### src/rtl/ifid_hazard_ctrl.sv
// Front-end hazard sequencer for the 8-bit core. It decides each cycle whether the PC and IF/ID
// advance, hold or flush, and it counts the cycles in which the PC was held.
module ifid_hazard_ctrl #(
  parameter int unsigned LOAD_STALL   = 1,
  parameter int unsigned FLUSH_CYCLES = 1,
  parameter int unsigned CNT_W        = 16
) (
  input  logic             clk,
  input  logic             reset,
  input  logic [2:0]       id_rs1,
  input  logic [2:0]       id_rs2,
  input  logic             id_use_rs1,
  input  logic             id_use_rs2,
  input  logic             ex_memread,
  input  logic [2:0]       ex_rd,
  input  logic             branch_taken,
  input  logic             imem_ready,
  output logic             pc_write,
  output logic             ifid_write,
  output logic             ifid_flush,
  output logic             idex_bubble,
  output logic [CNT_W-1:0] stall_count
);

  typedef enum logic [1:0] {StRun, StLuStall, StFlush, StImemWait} state_e;

  localparam logic [3:0] LuInit    = 4'(LOAD_STALL - 1);
  localparam logic [3:0] FlushInit = 4'(FLUSH_CYCLES - 1);

  state_e           state_q, state_d;
  logic [3:0]       cnt_q, cnt_d;
  logic [CNT_W-1:0] stall_q, stall_d;

  logic hazard;
  logic pc_w, ifid_w, flush_w, bubble_w;

  assign hazard = ex_memread & ((id_use_rs1 & (id_rs1 == ex_rd)) |
                                (id_use_rs2 & (id_rs2 == ex_rd)));

  always_comb begin
    state_d  = state_q;
    cnt_d    = cnt_q;
    pc_w     = 1'b1;
    ifid_w   = 1'b1;
    flush_w  = 1'b0;
    bubble_w = 1'b0;

    if (branch_taken) begin
      // A taken branch aborts any state in progress and restarts the flush window.
      flush_w  = 1'b1;
      bubble_w = 1'b1;
      if (FLUSH_CYCLES > 1) begin
        state_d = StFlush;
        cnt_d   = FlushInit;
      end else begin
        state_d = StRun;
        cnt_d   = 4'd0;
      end
    end else begin
      unique case (state_q)
        StLuStall: begin
          pc_w     = 1'b0;
          ifid_w   = 1'b0;
          bubble_w = 1'b1;
          cnt_d    = cnt_q - 4'd1;
          if (cnt_q == 4'd1) state_d = StRun;
        end
        StFlush: begin
          // Only fetch cycles that return data count as a flushed slot.
          pc_w     = imem_ready;
          ifid_w   = imem_ready;
          flush_w  = 1'b1;
          bubble_w = 1'b1;
          if (imem_ready) begin
            cnt_d = cnt_q - 4'd1;
            if (cnt_q == 4'd1) state_d = StRun;
          end
        end
        StRun, StImemWait: begin
          if (hazard) begin
            pc_w     = 1'b0;
            ifid_w   = 1'b0;
            bubble_w = 1'b1;
            if (LOAD_STALL > 1) begin
              state_d = StLuStall;
              cnt_d   = LuInit;
            end else begin
              state_d = StRun;
            end
          end else if (!imem_ready) begin
            pc_w     = 1'b0;
            ifid_w   = 1'b0;
            bubble_w = 1'b1;
            state_d  = StImemWait;
          end else begin
            state_d = StRun;
          end
        end
      endcase
    end
  end

  always_comb begin
    stall_d = stall_q;
    if (!pc_w && (stall_q != {CNT_W{1'b1}})) stall_d = stall_q + CNT_W'(1);
  end

  always_ff @(posedge clk or posedge reset) begin
    if (reset) begin
      state_q <= StRun;
      cnt_q   <= 4'd0;
      stall_q <= '0;
    end else begin
      state_q <= state_d;
      cnt_q   <= cnt_d;
      stall_q <= stall_d;
    end
  end

  // Reset forces a safe front end (held and flushed) without waiting for a clock edge.
  assign pc_write    = reset ? 1'b0 : pc_w;
  assign ifid_write  = reset ? 1'b0 : ifid_w;
  assign ifid_flush  = reset ? 1'b1 : flush_w;
  assign idex_bubble = reset ? 1'b1 : bubble_w;
  assign stall_count = stall_q;

endmodule

### config.mk
export PLATFORM = sky130hd
export DESIGN_NAME = ifid_hazard_ctrl
export DESIGN_NICKNAME = d
export VERILOG_FILES = /design/src/rtl/ifid_hazard_ctrl.sv
export SDC_FILE = /design/constraint.sdc
export NUM_CORES = 1
export LEC_CHECK = 0
export ABC_AREA = 1
export BUFFER_PORTS_ARGS = -buffer_cell sky130_fd_sc_hd__buf_2
export CAP_MARGIN = 10
export CORE_ASPECT_RATIO = 1.25
export CORE_UTILIZATION = 40
export DETAILED_ROUTE_END_ITERATION = 7
export SETUP_SLACK_MARGIN = 0.1
export SKIP_CTS_REPAIR_TIMING = 1
export SLEW_MARGIN = 15
export SYNTH_ARGS = -nofsm -noshare
export SYNTH_HDL_FRONTEND = slang
export SYNTH_SLANG_ARGS = --single-unit
### constraint.sdc
create_clock -name clk -period 3.15 [get_ports clk]
set_clock_uncertainty 0.05 [all_clocks]
set_input_delay 0.315 -clock clk [delete_from_list [all_inputs] [get_ports clk]]
set_output_delay 0.315 -clock clk [all_outputs]
set_load 0.01 [all_outputs]
== After elaboration in Yosys (flattened, before gate mapping) ==
Index checks and enable logic that the tools add are counted.

* $add $sub $neg: 2
* Equality and inequality tests: 8
* Mux-type cells: 22
* Bitwise logic cells: 4
* Reductions and logical operators: 7

{| class="wikitable"
|+ Operators by type and width
! kind !! count
|-
| $add 16x1->16 const B || 1
|-
| $ne 16x16->1 const B || 1
|-
| $mux 1 || 11
|-
| $mux 2 || 5
|-
| $mux 4 || 2
|-
| $pmux 4 s2 || 1
|-
| $eq 3x3->1 || 2
|-
| $pmux 2 s3 || 1
|-
| $eq 2x2->1 const B || 2
|-
| $eq 4x1->1 const B || 1
|-
| $reduce_or 2->1 || 2
|-
| $sub 4x1->4 const B || 1
|-
| $and 1x1->1 || 3
|-
| $ne 3x3->1 const B || 1
|-
| $pmux 1 s3 || 1
|-
| $reduce_bool 3->1 || 1
|-
| $eq 2x1->1 const B || 1
|-
| $logic_not 2->1 || 1
|-
| $pmux 1 s2 || 1
|-
| $reduce_and 2->1 || 1
|-
| $logic_and 1x1->1 || 1
|-
| $logic_not 1->1 || 1
|-
| $or 1x1->1 || 1
|}

* Register bits after elaboration: 22
* Bits of input ports: 16

== Logic depth before layout (Yosys ltp) ==
Gate-level depths: netlist of run 1.

* Depth after elaboration: 9
* Mapped depth: 12
* Mapped depth without buffers: 11

== Worst setup path after synthesis of run 1 ==
OpenSTA, ideal clock, no wires.

* Kind: input port to output port
* Start point: input id_rs2[0]
* End point: output pc_write
* Arrival time: 1.429 ns
* Path slack: 1.356 ns
* Cell stages on the path: 12
* Buffers on the path: 3
* Cell sequence: inv_1 > nand2_1 > nand2_1 > nor2_1 > nand2_1 > nand2_1 > nand2_1 > nand2_2 > buf_4 > buf_6 > a21oi_1 > buf_4

* Word-level cells in the longest chain between the ends: 8

{| class="wikitable"
|+ RTL lines
! item !! line !! RTL
|-
| start: declaration || 11 || <nowiki>input logic [2:0] id_rs2,</nowiki>
|-
| $eq 3x3->1 || 38 || <nowiki>(id_use_rs2 & (id_rs2 == ex_rd)));</nowiki>
|-
| $and 1x1->1 || 38 ||
|-
| $or 1x1->1 || 37 || <nowiki>assign hazard = ex_memread & ((id_use_rs1 & (id_rs1 == ex_rd)) |</nowiki>
|-
| $and 1x1->1 || 37 ||
|-
| $mux 1 || - ||
|-
| $pmux 1 s3 || - ||
|-
| $mux 1 (2 in a row) || - ||
|-
| end: declaration || 18 || <nowiki>output logic pc_write,</nowiki>
|}

No other way between the ends.

== Worst setup path in the final report of run 1 ==
* Start point: register stall_q[0], in the netlist stall_count[0]
* End point: register stall_q[15], in the netlist stall_count[15]

* Word-level cells in the longest chain between the ends: 2
* Elaborated cells on any way between the ends: 3

{| class="wikitable"
|+ RTL lines
! item !! line !! RTL
|-
| start: declaration || 32 || <nowiki>logic [CNT_W-1:0] stall_q, stall_d;</nowiki>
|-
| start signal: assignment || 116 || <nowiki>stall_q <= stall_d;</nowiki>
|-
| parallel branches: the longest is 2 deep, another holds $add 16x1->16 || - ||
|}

Parallel ways; which one is timed is not known.
A chain may end at the register's enable or synchronous reset.

==> Flow_metrics.wiki, run 1 <==
{| class="wikitable"
! Metric !! Value
|-
| DR WL met2 || 1320 um
|-
| Distinct cells, synth || 24
|-
| Leak Pwr || 0.790 nW
|-
| Total Routed Length || 2770 um
|-
| Global placement routability congestion || 0.897
|-
| Sort of element at the start of the critical path || flop
|-
| Count of nets left with antenna violations after detail routing || 0
|-
| Maximum fanout count along the critical path || 16
|-
| Number of cell instances on the worst register-to-register path || 7
|-
| Global-route wire length before repair || 4760 um
|-
| Number of port buffers || 35
|-
| Sink count of the clock tree || 16
|-
| Comb power frac || 27.6%
|-
| Area growth, synth to finish || 15.7%
|-
| Number of global-route vias before repair || 1,099
|-
| Clock tree from TritonCTS || done
|-
| Kind of critical path || reg -> reg
|-
| Worst min-delay path category || in -> async
|-
| Effective utilization at floorplan || 42.0%
|-
| Share of the synthesized area in the top cell type || 32.7%
|-
| Critical Path Source || stall_count[0]
|-
| Reg-to-reg critical path startpoint || stall_count[0]
|-
| Run status || complete, no violations
|-
| Horiz. Die Dim || 51.5 um
|-
| Critical path data required time || 3340 ps
|-
| Synth Register Bits || 16
|-
| Ranking of synthesized cells by instance count || 71 x sky130_fd_sc_hd__nand2_1, 19 x sky130_fd_sc_hd__nand4_1, 18 x sky130_fd_sc_hd__inv_1, 18 x sky130_fd_sc_hd__nor2_1, 16 x sky130_fd_sc_hd__dfrtp_1
|-
| HPWL Detailed || 2070 um
|-
| Endpoint arrival time on the critical path || 2010 ps
|-
| Number of synthesized flops with an enable pin || 0
|-
| Worst supply voltage drop on vdd || 254 uV
|-
| Residual overflow from global routing || 0
|-
| Combined flip-flop and latch cell area || 400 sq um
|-
| Final total negative setup slack || 0 ps
|-
| Maximum number of pins on one net before global-route repair || 23
|-
| Final setup violation count || 0
|-
| Worst slew slack as a fraction of its limit || 53.9%
|-
| Pwr dens || 376 mW/mm^2
|-
| Buffer depth of the longest clock path || 2
|-
| YS warnings || 0
|-
| Most common cell in the synthesized netlist || sky130_fd_sc_hd__nand2_1
|-
| P_sw || 0.195 mW
|-
| Die ar. || 0.00329 sq mm
|-
| DRC violation count after routing || 0
|-
| Overall power consumption || 0.533 mW
|-
| Final worst path period share || 57.7%
|-
| Number of clock buffers inserted by TritonCTS || 3
|-
| Clock group share of total power || 21.4%
|-
| Routed vias/inst || 5.02
|-
| Post-synthesis cell count || 182
|-
| Drt first-iter violations || 22
|-
| Routed WL per cell || 11.1 um
|-
| Dominant cell type by area after synthesis || sky130_fd_sc_hd__dfrtp_1
|-
| Proportion of synthesized chip area in sequential cells || 32.7%
|-
| Number of violations of the max-capacitance limit || 0
|-
| CP Capture Point || stall_count[15]
|-
| Highest Signal Layer || met4
|-
| Multi-input combinational cell area || 704 sq um
|-
| Cell types with the largest area share after synthesis || sky130_fd_sc_hd__dfrtp_1 33%, sky130_fd_sc_hd__nand2_1 22%, sky130_fd_sc_hd__nand4_1 9.7%, sky130_fd_sc_hd__inv_1 5.5%, sky130_fd_sc_hd__nor2_1 5.5%
|-
| Endpoints failing hold || 0
|-
| Number of cells after detailed placement || 246
|-
| Post-synth design cell area || 0.00123 sq mm
|-
| First-pass detailed-route iteration total || 4
|-
| Top FF cell, synth || sky130_fd_sc_hd__dfrtp_1
|-
| Number of filler cells placed in the layout || 319
|-
| Highest clock frequency the design can meet || 550 MHz
|-
| Fraction of final layout cells with drive strength greater than 1 || 21.6%
|-
| Met3 wire len || 127 um
|-
| Clock root buffer || sky130_fd_sc_hd__clkbuf_4
|-
| Kind of end point of the critical path || flop
|-
| Async set-reset flop share out of synthesis || 100%
|-
| Count of placed standard cells in the final layout, fillers left out || 249
|-
| Area of the core || 0.00292 sq mm
|-
| Tightest Pin Transition || 691 ps
|-
| Clock-pin slew on the worst setup and hold paths || 100 ps
|-
| Register-to-register path setup slack || 1330 ps
|-
| Critical register-to-register path endpoint || stall_count[15]
|-
| Synthesized area per cell || 6.74 sq um
|-
| Via total after detailed routing || 1,250
|-
| Min Clock Period, post-route || 1820 ps
|-
| Initial antenna violation count || 0
|-
| ANT cells || 0
|-
| Sequential fraction of design power || 51.0%
|-
| Clock H-tree levels || 1
|-
| Post-layout utilization of the core || 48.6%
|-
| Cell internal pwr || 0.338 mW
|-
| I/O pins || 36
|-
| Worst-Skew Late Latency || 290 ps
|-
| Final-stage net count || 232
|-
| Synthesized net count || 199
|-
| Overall fraction of global-route tracks in use || 18.8%
|-
| Routed met1 length || 1260 um
|-
| Die Span Y || 63.9 um
|-
| Setup repair after global routing missed its margin || no
|-
| Fraction of power spent switching nets || 36.6%
|-
| Row cnt || 22
|-
| Number of pins with negative max-slew slack in the final report || 0
|-
| Flip-flop count of the largest register, all copies and words added || 16
|}
## routing by layer
layer,up-vias,GRT usage (%)
met5,-,0
met4,0,8.78
met3,7,2.86
met2,36,30.5
met1,563,23.9
li1,644,-
## cells in the final DEF, fill, tap and decap left out
cell / synthesis / layout
sky130_fd_sc_hd__dfrtp_1: 16 / 16
sky130_fd_sc_hd__nor3_2: 1 / 1
sky130_fd_sc_hd__ha_1: 1 / 1
sky130_fd_sc_hd__nor2_2: 1 / 1
sky130_fd_sc_hd__nand3b_1: 1 / 1
sky130_fd_sc_hd__xnor2_1: 6 / 6
sky130_fd_sc_hd__nand4_1: 19 / 19
sky130_fd_sc_hd__nand3_2: 2 / 2
sky130_fd_sc_hd__nor2_4: 1 / 1
sky130_fd_sc_hd__nor3_1: 1 / 1
sky130_fd_sc_hd__a21oi_1: 1 / 1
sky130_fd_sc_hd__clkbuf_4: 0 / 3
sky130_fd_sc_hd__xor2_1: 5 / 5
sky130_fd_sc_hd__inv_1: 18 / 18
sky130_fd_sc_hd__inv_2: 1 / 1
sky130_fd_sc_hd__nand4_4: 1 / 1
sky130_fd_sc_hd__nor2_1: 18 / 18
sky130_fd_sc_hd__nand2_2: 1 / 1
sky130_fd_sc_hd__nand2_1: 71 / 71
sky130_fd_sc_hd__buf_2: 1 / 35
sky130_fd_sc_hd__nand3_1: 10 / 10
## power by group through the flow
stage | clock [mW] | combinational [mW] | sequential, mW
4_1_cts | 0.116 | 0.150 | 0.272
2_1_floorplan | 0 | 0.0900 | 0.281
3_3_place_gp | 0 | 0.148 | 0.275
3_5_place_dp | 0 | 0.149 | 0.275
5_1_grt | 0.119 | 0.167 | 0.276
6_report | 0.114 | 0.147 | 0.272
## worst min-delay path by stage
stage          cells after the start  slack (ps)             end  start
4_1_cts                            2         110  stall_count[1]  reset
3_5_place_dp                       2         430  stall_count[0]  reset
5_1_grt                            2         140  stall_count[0]  reset
2_1_floorplan                      1         200  stall_count[0]  reset
6_report                           2          60  stall_count[0]  reset
3_3_place_gp                       2         410  stall_count[0]  reset
## per-stage QoR
| stage | setup WS [ps] | instance area, sq um | hold WS [ps] |
|---|---|---|---|
| global placement | 1310 | 1400 | 410 |
| global route | 1130 | 1420 | 137 |
| CTS | 1310 | 1420 | 106 |
| finish | 1330 | 1420 | 56.7 |
| detailed placement | 1270 | 1400 | 427 |
| floorplan | 1360 | 1230 | 195 |
## kinds of logic after synthesis
family                     count (synthesis)  share of synthesized area [%]
adders and majority gates                  1                           1.02
DFF                                       16                           32.7
xor gates and xnor gates                  11                           7.86
buffers and inverters                     26                           9.90
AOI/OAI and AO/OA                          1                          0.408
and+or+nand+nor                          127                           48.2
## critical path, stage by stage (launching register included)
cell	delay, ps
sky130_fd_sc_hd__dfrtp_1	440
sky130_fd_sc_hd__ha_1	250
sky130_fd_sc_hd__nand3_2	140
sky130_fd_sc_hd__nor2_4	160
sky130_fd_sc_hd__nand4_4	240
sky130_fd_sc_hd__nand3_2	310
sky130_fd_sc_hd__nand2_1	100
sky130_fd_sc_hd__nand2_1	70
## final cells by class
class                      instances  area share (%)
tap                               36            3.17
multi-input combinational        140            49.6
timing repair buffer              35            12.3
sequential                        16            28.2
clock buffer                       3            1.59
inverter                          19            5.03
No activity file was read; power rests on OpenSTA's default activity.
==> run 2, diff against run 1 <==
Settings changed: ABC_AREA 1 to 0, PLACE_DENSITY set to 0.68.
Clock period 3.15 ns to 1.77 ns, I/O delays scaled along.
==> Flow_metrics.wiki, run 2 <==
{| class="wikitable"
! Metric !! Value
|-
| Run status || complete, no violations
|-
| Leak Pwr || 0.660 nW
|-
| Total Routed Length || 2230 um
|-
| Number of cells after detailed placement || 162
|-
| P_sw || 0.356 mW
|-
| Final setup violation count || 0
|-
| Final total negative setup slack || 0 ps
|-
| Number of port buffers || 35
|-
| First-pass detailed-route iteration total || 4
|-
| Area of the core || 0.00219 sq mm
|-
| Routed WL per cell || 12.9 um
|-
| Global placement routability congestion || 0.716
|-
| Most common cell in the synthesized netlist || sky130_fd_sc_hd__dfrtp_1
|-
| Min Hold Slack || 275 ps
|-
| Via total after detailed routing || 861
|-
| Sort of element at the start of the critical path || flop
|-
| Cell types with the largest area share after synthesis || sky130_fd_sc_hd__dfrtp_1 44%, sky130_fd_sc_hd__xnor2_1 11%, sky130_fd_sc_hd__xor2_1 6.7%, sky130_fd_sc_hd__nand4_1 5.5%, sky130_fd_sc_hd__nand3_1 4.9%
|-
| Overall power consumption || 1.11 mW
|-
| Overall fraction of global-route tracks in use || 17.7%
|-
| Maximum fanout count along the critical path || 2
|-
| Fraction of power spent switching nets || 32.0%
|-
| Tightest Pin Transition || 618 ps
|-
| Top library cells by usage in the layout, fill and taps aside || 33 x sky130_fd_sc_hd__buf_2, 16 x sky130_fd_sc_hd__dfrtp_1, 14 x sky130_fd_sc_hd__buf_4, 11 x sky130_fd_sc_hd__xnor2_1, 9 x sky130_fd_sc_hd__nand3_1
|-
| Sink count of the clock tree || 16
|-
| Maximum number of pins on one net before global-route repair || 17
|-
| ANT cells || 0
|-
| Area growth, synth to finish || 43.4%
|-
| Horiz. Die Dim || 44.8 um
|-
| Share of the synthesized area in the top cell type || 43.7%
|-
| Die ar. || 0.00249 sq mm
|-
| Setup repair after global routing missed its margin || yes
|-
| Number of global-route vias before repair || 801
|-
| Sequential fraction of design power || 44.9%
|-
| Residual overflow from global routing || 0
|-
| Synthesized net count || 106
|-
| Number of pins with negative max-slew slack in the final report || 0
|-
| Post-synth design cell area || 916 sq um
|-
| Top FF cell, synth || sky130_fd_sc_hd__dfrtp_1
|-
| Clock-pin slew on the worst setup and hold paths || 90 ps
|-
| Number of stages on the worst hold path || 5
|-
| Final worst path period share || 95.0%
|-
| Global-route wire length before repair || 3220 um
|-
| Endpoint arrival time on the critical path || 1820 ps
|-
| Clock tree from TritonCTS || done
|-
| Drt first-iter violations || 15
|-
| Flip-flop count of the largest register, all copies and words added || 16
|-
| Critical Path Source || stall_count[8]
|-
| Cell area after placement || 0.00119 sq mm
|-
| Dominant cell type by area after synthesis || sky130_fd_sc_hd__dfrtp_1
|-
| Clock H-tree levels || 1
|-
| Hold Path Origin || branch_taken
|-
| Kind of critical path || reg -> reg
|-
| I/O pins || 36
|-
| Effective utilization at floorplan || 41.9%
|-
| Worst-Skew Late Latency || 290 ps
|-
| Initial antenna violation count || 0
|-
| Buffer depth of the longest clock path || 2
|-
| YS warnings || 0
|-
| Cell internal pwr || 0.756 mW
|-
| DRC violation count after routing || 0
|-
| Worst min-delay path category || in -> reg
|-
| Count of nets left with antenna violations after detail routing || 0
|-
| Number of violations of the max-capacitance limit || 0
|-
| Final-stage net count || 159
|-
| Proportion of synthesized chip area in sequential cells || 43.7%
|-
| Worst supply voltage drop on vdd || 658 uV
|-
| Count of placed standard cells in the final layout, fillers left out || 172
|-
| Distinct cells, synth || 26
|-
| Highest clock frequency the design can meet || 595 MHz
|-
| Critical path data required time || 1900 ps
|-
| Synthesized area per cell || 10.3 sq um
|-
| Routed vias/inst || 5.01
|-
| Async set-reset flop share out of synthesis || 100%
|-
| HPWL Detailed || 1600 um
|-
| Ranking of synthesized cells by instance count || 16 x sky130_fd_sc_hd__dfrtp_1, 11 x sky130_fd_sc_hd__xnor2_1, 9 x sky130_fd_sc_hd__nand3_1
|-
| Design Area, Final || 0.00131 sq mm
|-
| Fraction of final layout cells with drive strength greater than 1 || 44.0%
|-
| Row cnt || 19
|-
| Endpoints failing hold || 0
|-
| Pwr dens || 847 mW/mm^2
|-
| Kind of end point of the critical path || flop
|-
| Die Span Y || 55.5 um
|-
| Number of synthesized flops with an enable pin || 0
|-
| Number of clock buffers inserted by TritonCTS || 3
|-
| Leading cell type in the layout, fill and taps excluded || sky130_fd_sc_hd__buf_2
|-
| Number of cell instances on the worst register-to-register path || 5
|-
| Clock root buffer || sky130_fd_sc_hd__clkbuf_4
|-
| Comb power frac || 33.4%
|-
| Min Clock Period, post-route || 1680 ps
|-
| Clock group share of total power || 21.7%
|-
| Reg-to-reg critical path startpoint || stall_count[8]
|-
| Post-synthesis cell count || 89
|-
| Worst slew slack as a fraction of its limit || 58.8%
|-
| Synth Register Bits || 16
|}
run 2: cell count changes after synthesis, moves of 5 or more:
| cell | previous run | this run |
|---|---|---|
| sky130_fd_sc_hd__and3_1 | 0 | 6 |
| sky130_fd_sc_hd__xnor2_1 | 6 | 11 |
| sky130_fd_sc_hd__inv_1 | 18 | 1 |
| sky130_fd_sc_hd__nor2_1 | 18 | 3 |
| sky130_fd_sc_hd__nand4_1 | 19 | 8 |
| sky130_fd_sc_hd__nand2_1 | 71 | 6 |
run 2: per-layer routing:
metal,routed length [um],global-route usage [%],up-vias
li1,-,-,420
met1,880,20.6,403
met2,1190,30.7,33
met3,125,1.96,5
met4,33,9.09,0
met5,0,0,-
run 2: power by group through the flow:
stage                     Combinational [mW]  Clock (mW)  Sequential (mW)
after floorplan                        0.160           0            0.531
after global placement                 0.302           0            0.507
after detailed placement               0.311           0            0.512
after CTS                              0.313       0.247            0.505
after global routing                   0.410       0.264            0.510
final                                  0.372       0.241            0.500
run 2: cell type report:
| cell class | instances | area, sq um |
|---|---|---|
| Fill cell | 211 | 873 |
| Multi-Input combinational cell | 69 | 520 |
| Sequential cell | 16 | 400 |
| Timing Repair Buffer | 51 | 314 |
| Tap cell | 31 | 38.8 |
| Clock buffer | 4 | 36.3 |
| Inverter | 1 | 3.75 |
run 2: cell families (layout without fill, tap and decap cells):
group | Yosys count | count (layout) | share of synthesized area (%)
buf+inv | 4 | 56 | 2.87
xor+xnor | 18 | 18 | 17.2
mux | 3 | 3 | 3.69
compound gates | 4 | 4 | 4.51
fa+ha+maj | 1 | 1 | 1.37
flops | 16 | 16 | 43.7
simple gates | 43 | 43 | 26.6
run 2: per-stage QoR:
stage	setup slack, ps	utilization, %
global placement	-64.0	54.6
CTS	-58.1	56.3
detailed placement	-81.8	54.6
global route	-22.1	60.1
finish	88.6	60.1
floorplan	48.8	-
run 2: final timing paths:
kind                            slack (ps)              end
min in group asynchronous              480  stall_count[10]
max in group asynchronous              790   stall_count[7]
worst min-delay path                   280  stall_count[10]
worst max register to register          90   stall_count[1]
worst max-delay path                    90   stall_count[1]
worst min register to register         470   stall_count[4]
run 2: worst max-delay path, stage by stage, from the launching register on:
cell	delay, ps
sky130_fd_sc_hd__dfrtp_1	370
sky130_fd_sc_hd__nand4_1	210
sky130_fd_sc_hd__nor4_4	360
sky130_fd_sc_hd__nand3_1	140
sky130_fd_sc_hd__and2_4	170
sky130_fd_sc_hd__mux2_4	280
